$ cat src/rtl/lane_collector_pkg.sv
// Shared constants and helpers for the lane collector: control state encoding
// and the lane-pointer width function.
package lane_collector_pkg;

  localparam logic [0:0] COLLECT = 1'b0;
  localparam logic [0:0] HOLD    = 1'b1;

  // Lane pointer width; a single-lane collector still carries a 1-bit pointer.
  function automatic int unsigned clog2_min1(input int unsigned n);
    return (n <= 2) ? 1 : $clog2(n);
  endfunction

endpackage

$ cat src/rtl/lane_collector_if.sv
// Input word stream and output group stream of the lane collector.
interface lane_collector_if #(
  parameter int unsigned DATA_WIDTH = 8,
  parameter int unsigned N          = 4
);
  logic                  in_valid;
  logic                  in_ready;
  logic [DATA_WIDTH-1:0] in_data;
  logic                  in_last;
  logic                  out_valid;
  logic                  out_ready;
  logic [N*DATA_WIDTH-1:0] out_data;
  logic [N-1:0]          out_mask;
  logic                  out_last;

  modport master (
    output in_valid, in_data, in_last, out_ready,
    input  in_ready, out_valid, out_data, out_mask, out_last
  );

  modport slave (
    input  in_valid, in_data, in_last, out_ready,
    output in_ready, out_valid, out_data, out_mask, out_last
  );
endinterface

$ cat src/rtl/lane_collector_demux.sv
// N-way word demultiplexer: routes data_i to lane sel_i and raises that lane's
// write enable. Lane 0 occupies the MSB slice and MSB enable bit.
module lane_collector_demux
  import lane_collector_pkg::*;
#(
  parameter  int unsigned DATA_WIDTH = 8,
  parameter  int unsigned N          = 4,
  localparam int unsigned SEL_WIDTH  = clog2_min1(N)
) (
  input  logic [DATA_WIDTH-1:0]   data_i,
  input  logic [SEL_WIDTH-1:0]    sel_i,
  input  logic                    en_i,
  output logic [N*DATA_WIDTH-1:0] lanes_o,
  output logic [N-1:0]            we_o
);

  always_comb begin
    lanes_o = '0;
    we_o    = '0;
    for (int unsigned j = 0; j < N; j++) begin
      if (en_i && (sel_i == SEL_WIDTH'(j))) begin
        lanes_o[N*DATA_WIDTH-1-j*DATA_WIDTH -: DATA_WIDTH] = data_i;
        we_o[N-1-j] = 1'b1;
      end
    end
  end

endmodule

$ cat src/rtl/lane_collector.sv
// Serial-to-parallel lane collector: gathers N words into one group, with a
// collection register and an output register so it streams at one word/cycle.
module lane_collector
  import lane_collector_pkg::*;
#(
  parameter  int unsigned DATA_WIDTH = 8,
  parameter  int unsigned N          = 4,
  localparam int unsigned SEL_WIDTH  = clog2_min1(N)
) (
  input  logic                 clk,
  input  logic                 rst_n,
  input  logic                 clear,
  lane_collector_if.slave      bus,
  output logic [SEL_WIDTH-1:0] lane_sel
);

  logic                    rdy_q;
  logic [0:0]              state_q,     state_d;
  logic [SEL_WIDTH-1:0]    sel_q,       sel_d;
  logic [N*DATA_WIDTH-1:0] coll_data_q, coll_data_d;
  logic [N-1:0]            coll_mask_q, coll_mask_d;
  logic                    pend_last_q, pend_last_d;
  logic                    out_valid_q, out_valid_d;
  logic [N*DATA_WIDTH-1:0] out_data_q,  out_data_d;
  logic [N-1:0]            out_mask_q,  out_mask_d;
  logic                    out_last_q,  out_last_d;

  logic                    in_ready;
  logic                    accept;
  logic                    complete;
  logic                    slot_free;
  logic [N*DATA_WIDTH-1:0] lanes;
  logic [N-1:0]            lane_we;
  logic [N*DATA_WIDTH-1:0] merged_data;
  logic [N-1:0]            merged_mask;

  assign in_ready  = rdy_q && (state_q == COLLECT);
  assign accept    = bus.in_valid && in_ready && !clear;
  assign complete  = accept && ((sel_q == SEL_WIDTH'(N-1)) || bus.in_last);
  assign slot_free = !out_valid_q || bus.out_ready;

  lane_collector_demux #(
    .DATA_WIDTH (DATA_WIDTH),
    .N          (N)
  ) u_demux (
    .data_i  (bus.in_data),
    .sel_i   (sel_q),
    .en_i    (accept),
    .lanes_o (lanes),
    .we_o    (lane_we)
  );

  always_comb begin
    merged_data = coll_data_q;
    for (int unsigned j = 0; j < N; j++) begin
      if (lane_we[N-1-j]) begin
        merged_data[N*DATA_WIDTH-1-j*DATA_WIDTH -: DATA_WIDTH] =
          lanes[N*DATA_WIDTH-1-j*DATA_WIDTH -: DATA_WIDTH];
      end
    end
    merged_mask = coll_mask_q | lane_we;
  end

  always_comb begin
    state_d     = state_q;
    sel_d       = sel_q;
    coll_data_d = coll_data_q;
    coll_mask_d = coll_mask_q;
    pend_last_d = pend_last_q;
    out_valid_d = out_valid_q;
    out_data_d  = out_data_q;
    out_mask_d  = out_mask_q;
    out_last_d  = out_last_q;

    if (out_valid_q && bus.out_ready) begin
      out_valid_d = 1'b0;
    end

    if (state_q == HOLD) begin
      if (slot_free) begin
        out_valid_d = 1'b1;
        out_data_d  = coll_data_q;
        out_mask_d  = coll_mask_q;
        out_last_d  = pend_last_q;
        coll_data_d = '0;
        coll_mask_d = '0;
        pend_last_d = 1'b0;
        state_d     = COLLECT;
      end
    end else if (accept) begin
      sel_d = complete ? '0 : sel_q + SEL_WIDTH'(1);
      // A completing word bypasses the collection register when the slot is free.
      if (complete && slot_free) begin
        out_valid_d = 1'b1;
        out_data_d  = merged_data;
        out_mask_d  = merged_mask;
        out_last_d  = bus.in_last;
        coll_data_d = '0;
        coll_mask_d = '0;
      end else begin
        coll_data_d = merged_data;
        coll_mask_d = merged_mask;
        if (complete) begin
          pend_last_d = bus.in_last;
          state_d     = HOLD;
        end
      end
    end

    if (clear) begin
      state_d     = COLLECT;
      sel_d       = '0;
      coll_data_d = '0;
      coll_mask_d = '0;
      pend_last_d = 1'b0;
      out_valid_d = 1'b0;
      out_data_d  = '0;
      out_mask_d  = '0;
      out_last_d  = 1'b0;
    end
  end

  always_ff @(posedge clk or negedge rst_n) begin
    if (!rst_n) begin
      rdy_q       <= 1'b0;
      state_q     <= COLLECT;
      sel_q       <= '0;
      coll_data_q <= '0;
      coll_mask_q <= '0;
      pend_last_q <= 1'b0;
      out_valid_q <= 1'b0;
      out_data_q  <= '0;
      out_mask_q  <= '0;
      out_last_q  <= 1'b0;
    end else begin
      rdy_q       <= 1'b1;
      state_q     <= state_d;
      sel_q       <= sel_d;
      coll_data_q <= coll_data_d;
      coll_mask_q <= coll_mask_d;
      pend_last_q <= pend_last_d;
      out_valid_q <= out_valid_d;
      out_data_q  <= out_data_d;
      out_mask_q  <= out_mask_d;
      out_last_q  <= out_last_d;
    end
  end

  assign bus.in_ready  = in_ready;
  assign bus.out_valid = out_valid_q;
  assign bus.out_data  = out_data_q;
  assign bus.out_mask  = out_mask_q;
  assign bus.out_last  = out_last_q;
  assign lane_sel      = sel_q;

endmodule

$ cat src/flat_wrapper.sv
// flat-port wrapper written by rule: the top's interface ports become plain ports
module lane_collector_flat import lane_collector_pkg::*;
#(
  parameter  int unsigned DATA_WIDTH = 8,
  parameter  int unsigned N          = 4,
  localparam int unsigned SEL_WIDTH  = clog2_min1(N)
)
  (clk, rst_n, clear, lane_sel, bus_in_valid, bus_in_data, bus_in_last, bus_out_ready, bus_in_ready, bus_out_valid, bus_out_data, bus_out_mask, bus_out_last);
  lane_collector_if #(.DATA_WIDTH(DATA_WIDTH), .N(N)) bus_i ();
  input  logic clk;
  input  logic rst_n;
  input  logic clear;
  output logic [SEL_WIDTH-1:0] lane_sel;
  input wire logic [$bits(bus_i.in_valid)-1:0] bus_in_valid;
  input wire logic [$bits(bus_i.in_data)-1:0] bus_in_data;
  input wire logic [$bits(bus_i.in_last)-1:0] bus_in_last;
  input wire logic [$bits(bus_i.out_ready)-1:0] bus_out_ready;
  output wire logic [$bits(bus_i.in_ready)-1:0] bus_in_ready;
  output wire logic [$bits(bus_i.out_valid)-1:0] bus_out_valid;
  output wire logic [$bits(bus_i.out_data)-1:0] bus_out_data;
  output wire logic [$bits(bus_i.out_mask)-1:0] bus_out_mask;
  output wire logic [$bits(bus_i.out_last)-1:0] bus_out_last;
  assign bus_i.in_valid = bus_in_valid;
  assign bus_i.in_data = bus_in_data;
  assign bus_i.in_last = bus_in_last;
  assign bus_i.out_ready = bus_out_ready;
  assign bus_in_ready = bus_i.in_ready;
  assign bus_out_valid = bus_i.out_valid;
  assign bus_out_data = bus_i.out_data;
  assign bus_out_mask = bus_i.out_mask;
  assign bus_out_last = bus_i.out_last;
  lane_collector #(.DATA_WIDTH(DATA_WIDTH), .N(N)) u_core (.clk(clk), .rst_n(rst_n), .clear(clear), .bus(bus_i), .lane_sel(lane_sel));
endmodule
$ cat config.mk
export PLATFORM = sky130hd
export DESIGN_NAME = lane_collector_flat
export DESIGN_NICKNAME = d
export VERILOG_FILES = /design/src/rtl/lane_collector_pkg.sv /design/src/rtl/lane_collector_if.sv /design/src/rtl/lane_collector_demux.sv /design/src/rtl/lane_collector.sv /design/src/flat_wrapper.sv
export SDC_FILE = /design/constraint.sdc
export NUM_CORES = 1
export LEC_CHECK = 0
export CORE_UTILIZATION = 45
export DETAILED_ROUTE_END_ITERATION = 7
export HOLD_SLACK_MARGIN = 0.03
export PLACE_DENSITY = 0.79
export SYNTH_ARGS = -nofsm -noshare
export SYNTH_HDL_FRONTEND = slang
export SYNTH_SLANG_ARGS = --single-unit
$ cat constraint.sdc
create_clock -name clk -period 2 [get_ports clk]
set_input_delay 0.4 -clock clk [delete_from_list [all_inputs] [get_ports clk]]
set_output_delay 0.4 -clock clk [all_outputs]
set_load 0.02 [all_outputs]
==> out/metrics.yaml, run 1 <==
worst_setup_path:
  worstRegToRegCells: 6
  cp-start-kind: "register"
  worstPathRequired_ps: 2280
  worstSetupEndpointType: "register"
  crit_type: "register to register"
  r2r-end: "u_core.coll_data_q[11]"
  max_stage_delay_ps: 390
  regToRegSetupSlack_ps: 160
  path_cells: "ha_1 -> o211ai_1 -> a21oi_4 -> buf_4 -> a211oi_4 -> a22o_1"
  cp.arrival_ps: 2120
  slowest_stage: "dfrtp_1"
  timing.rr.start: "u_core.lane_sel[0]"
  path_max_fanout: 8
route:
  detail_route.first_pass.iterations: 5
  route.detailed.drc: 0
  vias_per_cell: 5.692
  avgRoutedWirePerCell_um: 16.83
  drtIter0Drc: 199
  antenna_left: 0
  vias: 2954
  wirelength_mm: 8.736
place:
  post_dp_cell_area_um2: 4388
  hpwl_mm: 6.021
  port_buffers: 54
  gp_congestion: 0.7760
  pre_cts_slack_ps: -188.3
yosys:
  synth_area_per_cell_um2: 10.67
  synth_ff_type: "dfrtp_1"
  async_flop_share: 1.000
  ys_types: 41
  yosysSeqAreaShare: 0.5513
  yosys_warnings: 0
  synth_edf_count: 0
  synth_fp_nets: 354
  netlist_area_um2: 3586
  synth.top_cell.area_share: 0.5513
  ys_ff_latch: 79
  synth_largest_area_cell: "dfrtp_1"
  synth_area_leaders: "dfrtp_1, a311oi_1, nand2_1, nor2_1, a32o_1"
  syn_inst: 336
final_layout:
  fin_nets: 430
  final_cell_mix: "dfrtp_1, nand2_1, clkdlybuf4s50_1"
  num-fill-cells: 638
  area_growth_pct: 27.67
  multi_input_area_um2: 1431
  antenna_cells: 0
  ff_latch_area_um2: 1978
  drive_gt1_frac: 0.1751
  layout_commonest_cell: "dfrtp_1"
  postLayoutCellArea_um2: 4578
floorplan:
  die_w_um: 91.27
  pin_count: 55
  die_area_um2: 8329
  rows: 32
  die_h_um: 91.27
  start_util: 0.4641
  fp.coreArea_um2: 7727
sta:
  finClkSkew_ps: 5.576
  post-route-period-util: 0.9221
  fmax_mhz: 542.3
  slew_viol_final: 0
  min_period_ps: 1844
  slew_headroom: 0.6214
  tightest_slew_ps: 564.8
  finalSetupTns_ps: 0
  final-hold-violation-count: 0
  rsz0062_at_grt: "no"
  fin_ws_ps: 155.8
  finalSetupViolations: 0
global_route:
  antenna_found_initial: 0
  grt_usage: 0.2243
  grt-ovfl-total: 0
  grt_pass1_wl_mm: 14.48
  grt_max_degree: 49
  grt_pass1_vias: 2850
clock_tree:
  cts_num_sinks: 79
  tritoncts: "yes"
  clk_pin_slew_ps: 70
  cts-root-buf: "clkbuf_8"
  h-tree-depth: 3
  clk_path_buf_depth: 2
  cts_buffers: 9
  worstSkewPairLatency_ps: 340
min_path:
  min_to: "u_core.coll_data_q[15]"
  min_path_type: "register to register"
  hp-start: "u_core.coll_data_q[15]"
  hold_depth: 1
pwr:
  finalPower_mw: 3.164
  ir_drop_mv: 0.3441
  p_leak_nw: 1.916
  powerDensity_nw_per_um2: 691.0
run_status:
  status: "complete, no violations"
flow_run:
  drv_cap: 0
report_power, final:
| group | total (mW) | leakage (nW) | internal (mW) | switching [mW] |
|---|---|---|---|---|
| sequential | 1.67 | 1.08 | 1.64 | 0.0286 |
| combinational | 0.440 | 0.736 | 0.182 | 0.257 |
| clock | 1.05 | 0.0959 | 0.511 | 0.541 |
Yosys cell counts, types with 2 or more instances:
library cell  number
nand2_2            2
nand3_1           10
o21a_1             2
buf_6              3
inv_1              3
a32o_1            16
nor3_1             5
nor2_2             2
nor3_2             2
a21oi_1            8
buf_2             17
a22o_1            16
a211oi_1           4
ha_1               4
buf_4              4
nand2_1           57
a311oi_1          32
clkbuf_1           6
nor2_1            43
dfrtp_1           79
cell families after synthesis:
group	count (synthesis)	synth area share
AND/OR/NAND/NOR	133	0.1678
multiplexers	1	0.002791
buffers and inverters	33	0.05094
adder cells (fa/ha/maj)	4	0.01396
other	1	0.001046
AO/OA/AOI/OAI	85	0.2121
flip-flops	79	0.5513
area by class of cell:
cell class / instances / share of cell area
well taps: 102 / 0.02788
inverters: 3 / 0.002460
repair buffers: 95 / 0.1867
multi-input cells: 224 / 0.3127
flip-flops and latches: 79 / 0.4321
clock inverters: 4 / 0.004373
clock buffers: 12 / 0.03389
layer usage:
layer,global-route usage,share of wire,vias up
met3,0.02680,0.042,15
met4,0.09524,0.022,0
met5,0,0,-
li1,-,-,1370
met1,0.2928,0.42,1472
met2,0.3782,0.51,97
registers in the layout (all words and copies together), names as in the netlist:
name / cells
u_core.bus.out_mask: 4
u_core.coll_mask_q: 4
u_core.bus.out_last: 1
u_core.lane_sel: 2
u_core.pend_last_q: 1
u_core.state_q: 1
u_core.bus.out_valid: 1
u_core.rdy_q: 1
u_core.bus.out_data: 32
u_core.coll_data_q: 32
metrics by stage:
step           cells  hold WS (ps)  utilization
5_1_grt          519         527.3       0.5925
6_report         519         510.7       0.5925
3_5_place_dp     502         371.6       0.5678
4_1_cts          519         506.7       0.5918
2_1_floorplan    336         104.4            -
3_3_place_gp     502         365.6       0.5678
worst max-delay path, delay by kind of cell, from the launching register on:
kind	cells	cell delay, ps
buffers and inverters	1	150
adders and majority gates	1	220
AOI/OAI and AO/OA	4	1000
DFF	1	390
worst max-delay path by stage:
stage | start | cells past startpoint | end | slack (ps)
after floorplan | u_core.lane_sel[0] | 6 | u_core.coll_data_q[23] | 150
after global placement | bus_in_last | 5 | u_core.coll_data_q[20] | -130
after detailed placement | bus_in_last | 5 | u_core.coll_data_q[29] | -190
after CTS | u_core.lane_sel[0] | 5 | u_core.coll_data_q[29] | 10
after global routing | bus_in_valid | 6 | u_core.bus.out_data[13] | 30
final | u_core.lane_sel[0] | 6 | u_core.coll_data_q[11] | 160
repair_timing:
| item | 4_1_cts | 5_1_grt |
|---|---|---|
| gates resized for setup | 2 | 1 |
| cloned | 0 | 0 |
| endpoints found under the setup margin | 1 | 17 |
| hold endpoints to repair | 31 | 0 |
| hold buffers | 1 | 0 |
| setup buffers | 0 | 0 |
Power figures use the tool's default switching activity.
==> run 2, diff against run 1 <==
- CORE_MARGIN: default -> 3
- PLACE_DENSITY: 0.79 -> 0.78
==> run 2 against run 1 <==
Against the previous run: via count fell by 2.9%; clock power rose by 15%; critical path depth rose by 1; cell count fell by 1.5%; clock skew rose by 4.4 ps; setup slack got worse by 14 ps; non-clock buffer count fell by 5; core utilization rose by 2.0 points; largest power group unchanged; die area rose by 9.0%; power rose by 5.2%.
==> out/metrics.yaml, run 2 (same netlist as run 1, synthesis figures left out) <==
worst_setup_path:
  cp_top_family: "buffers and inverters"
  crit_top_cell: "buf_4"
  timing.rr.start: "u_core.lane_sel[0]"
  cp.depth: 7  # +1
  worstPathRequired_ps: 2250  # -30 ps
  max_stage_delay_ps: 390  # about the same
  cp.arrival_ps: 2110  # about the same
  crit_type: "register to register"
  crit_buf_inv: 3  # +2
  regToRegSetupSlack_ps: 140  # about the same
  r2r-end: "u_core.bus.out_data[9]"
  slowest_stage: "dfrtp_1"
  worstRegToRegCells: 7  # +1
  path_cells: "buf_4 -> inv_1 -> ha_1 -> nor3b_2 -> buf_4 -> nand2_1 -> a311oi_1"
  cp-start-kind: "register"
  path_max_fanout: 9  # +1
  worstSetupEndpointType: "register"
floorplan:
  die_area_um2: 9075  # +9.0%
  start_util: 0.4790  # +0.01497
  rows: 31  # -3.1%
  die_h_um: 95.27  # +4.4%
  fp.coreArea_um2: 7486  # -3.1%
  pin_count: 55  # unchanged
  die_w_um: 95.27  # +4.4%
sta:
  finClkSkew_ps: 9.952  # +4.375 ps
  finalSetupViolations: 0  # unchanged
  fmax_mhz: 538.2  # -0.75%
  min_period_ps: 1858  # +13.93 ps
  slew_viol_final: 0  # unchanged
  finalSetupTns_ps: 0  # unchanged
  final-hold-violation-count: 0  # unchanged
  slew_headroom: 0.6348  # +0.01345
  tightest_slew_ps: 544.8  # -20.06 ps
  rsz0062_at_grt: "no"
  post-route-period-util: 0.9291  # +0.006966
global_route:
  grt_usage: 0.2051  # -0.01917
  grt_max_degree: 50  # +2.0%
  grt_pass1_vias: 2853  # +0.11%
  antenna_found_initial: 0  # unchanged
  grt_pass1_wl_mm: 14.13  # -2.4%
  grt-ovfl-total: 0  # unchanged
clock_tree:
  cts_num_sinks: 79  # unchanged
  tritoncts: "yes"
  h-tree-depth: 3  # unchanged
  cts_buffers: 9  # unchanged
  clk_path_buf_depth: 2  # unchanged
  postCtsSetupBuffers: 0  # unchanged
  clk_pin_slew_ps: 80  # about the same
  worstSkewPairLatency_ps: 360  # +20 ps
  cts-root-buf: "clkbuf_8"
min_path:
  min_to: "u_core.coll_mask_q[1]"
  hp-start: "u_core.coll_mask_q[1]"
  min_path_type: "register to register"
  hold_depth: 1  # unchanged
route:
  antenna_left: 0  # unchanged
  vias_per_cell: 5.611  # -1.4%
  vias: 2867  # -2.9%
  wirelength_mm: 8.753  # +0.19%
  avgRoutedWirePerCell_um: 17.13  # +1.8%
  route.detailed.drc: 0  # unchanged
  drtIter0Drc: 185  # -7.0%
  detail_route.first_pass.iterations: 4  # -1
final_layout:
  layout_commonest_cell: "dfrtp_1"
  multi_input_area_um2: 1426  # -0.35%
  final_cell_mix: "dfrtp_1, nand2_1, clkdlybuf4s50_1"
  fin_nets: 425  # -1.2%
  ff_latch_area_um2: 1978  # unchanged
  num-fill-cells: 603  # -5.5%
  area_growth_pct: 27.84
  antenna_cells: 0  # unchanged
  drive_gt1_frac: 0.1675  # -0.007584
  fin_cells: 511  # -1.5%
pwr:
  ir_drop_mv: 0.3313  # -3.7%
  powerDensity_nw_per_um2: 725.7  # +5.0%
  p_leak_nw: 1.896  # -1.0%
place:
  gp_congestion: 0.8407  # +8.3%
  hpwl_mm: 6.107  # +1.4%
  port_buffers: 54  # unchanged
  dp_cells: 494  # -1.6%
run_status:
  status: "complete, no violations"
flow_run:
  drv_cap: 0  # unchanged
run 2: cell count changes in the layout (fill, tap and decap cells not counted), moves of 2 or more:
cell / previous run / this run
buf_12: 1 / 3
buf_4: 40 / 33
clkbuf_8: 11 / 9
clkinv_2: 4 / 1
clkinvlp_4: 0 / 2
inv_6: 0 / 2
run 2: cell type report:
cell class,count,area share
clock buffers,9,0.02702
flip-flops and latches,79,0.4315
well taps,99,0.02702
repair buffers,90,0.1837
inverters,3,0.002456
clock inverters,7,0.01719
multi-input cells,224,0.3111
run 2: per-stage QoR:
stage               setup slack, ps  area (um2)  hold slack [ps]  total power [mW]    util
floorplan                     150.0        3586            104.4             1.926       -
global placement             -111.3        4372            361.4             2.137  0.5840
detailed placement           -156.4        4372            368.5             2.147  0.5840
CTS                           135.7        4584            506.1             3.349  0.6124
global route                  19.64        4584            527.6             3.453  0.6124
finish                        141.9        4584            507.6             3.327  0.6124
run 2: power by group:
part           switching [mW]  leakage [nW]  internal (mW)
logic                   0.256         0.714          0.185
clock network           0.621        0.0982          0.591
registers              0.0295          1.08           1.64
total                   0.907          1.90           2.42
run 2: worst max-delay path by stage:
| stage | start | end | slack, ps |
|---|---|---|---|
| final | u_core.lane_sel[0] | u_core.bus.out_data[9] | 140 |
| after global routing | u_core.lane_sel[0] | u_core.bus.out_data[9] | 20 |
| after CTS | u_core.lane_sel[0] | u_core.bus.out_data[9] | 140 |
| after detailed placement | bus_in_valid | u_core.bus.out_data[19] | -160 |
| after global placement | bus_in_valid | u_core.bus.out_data[19] | -110 |
| after floorplan | u_core.lane_sel[0] | u_core.coll_data_q[23] | 150 |
run 2: routing by layer:
| metal | vias to the layer above | wire length [um] | track usage |
|---|---|---|---|
| li1 | 1371 | - | - |
| met1 | 1409 | 3853 | 0.2779 |
| met2 | 77 | 4290 | 0.3236 |
| met3 | 10 | 475 | 0.02920 |
| met4 | 0 | 134 | 0.09976 |
| met5 | - | 0 | 0 |
run 2: repair_timing:
| item | CTS | global route |
|---|---|---|
| setup endpoints to repair | 1 | 0 |
| hold buffers | 1 | 0 |
| resized for setup | 2 | 0 |
| hold endpoints to repair | 30 | 0 |
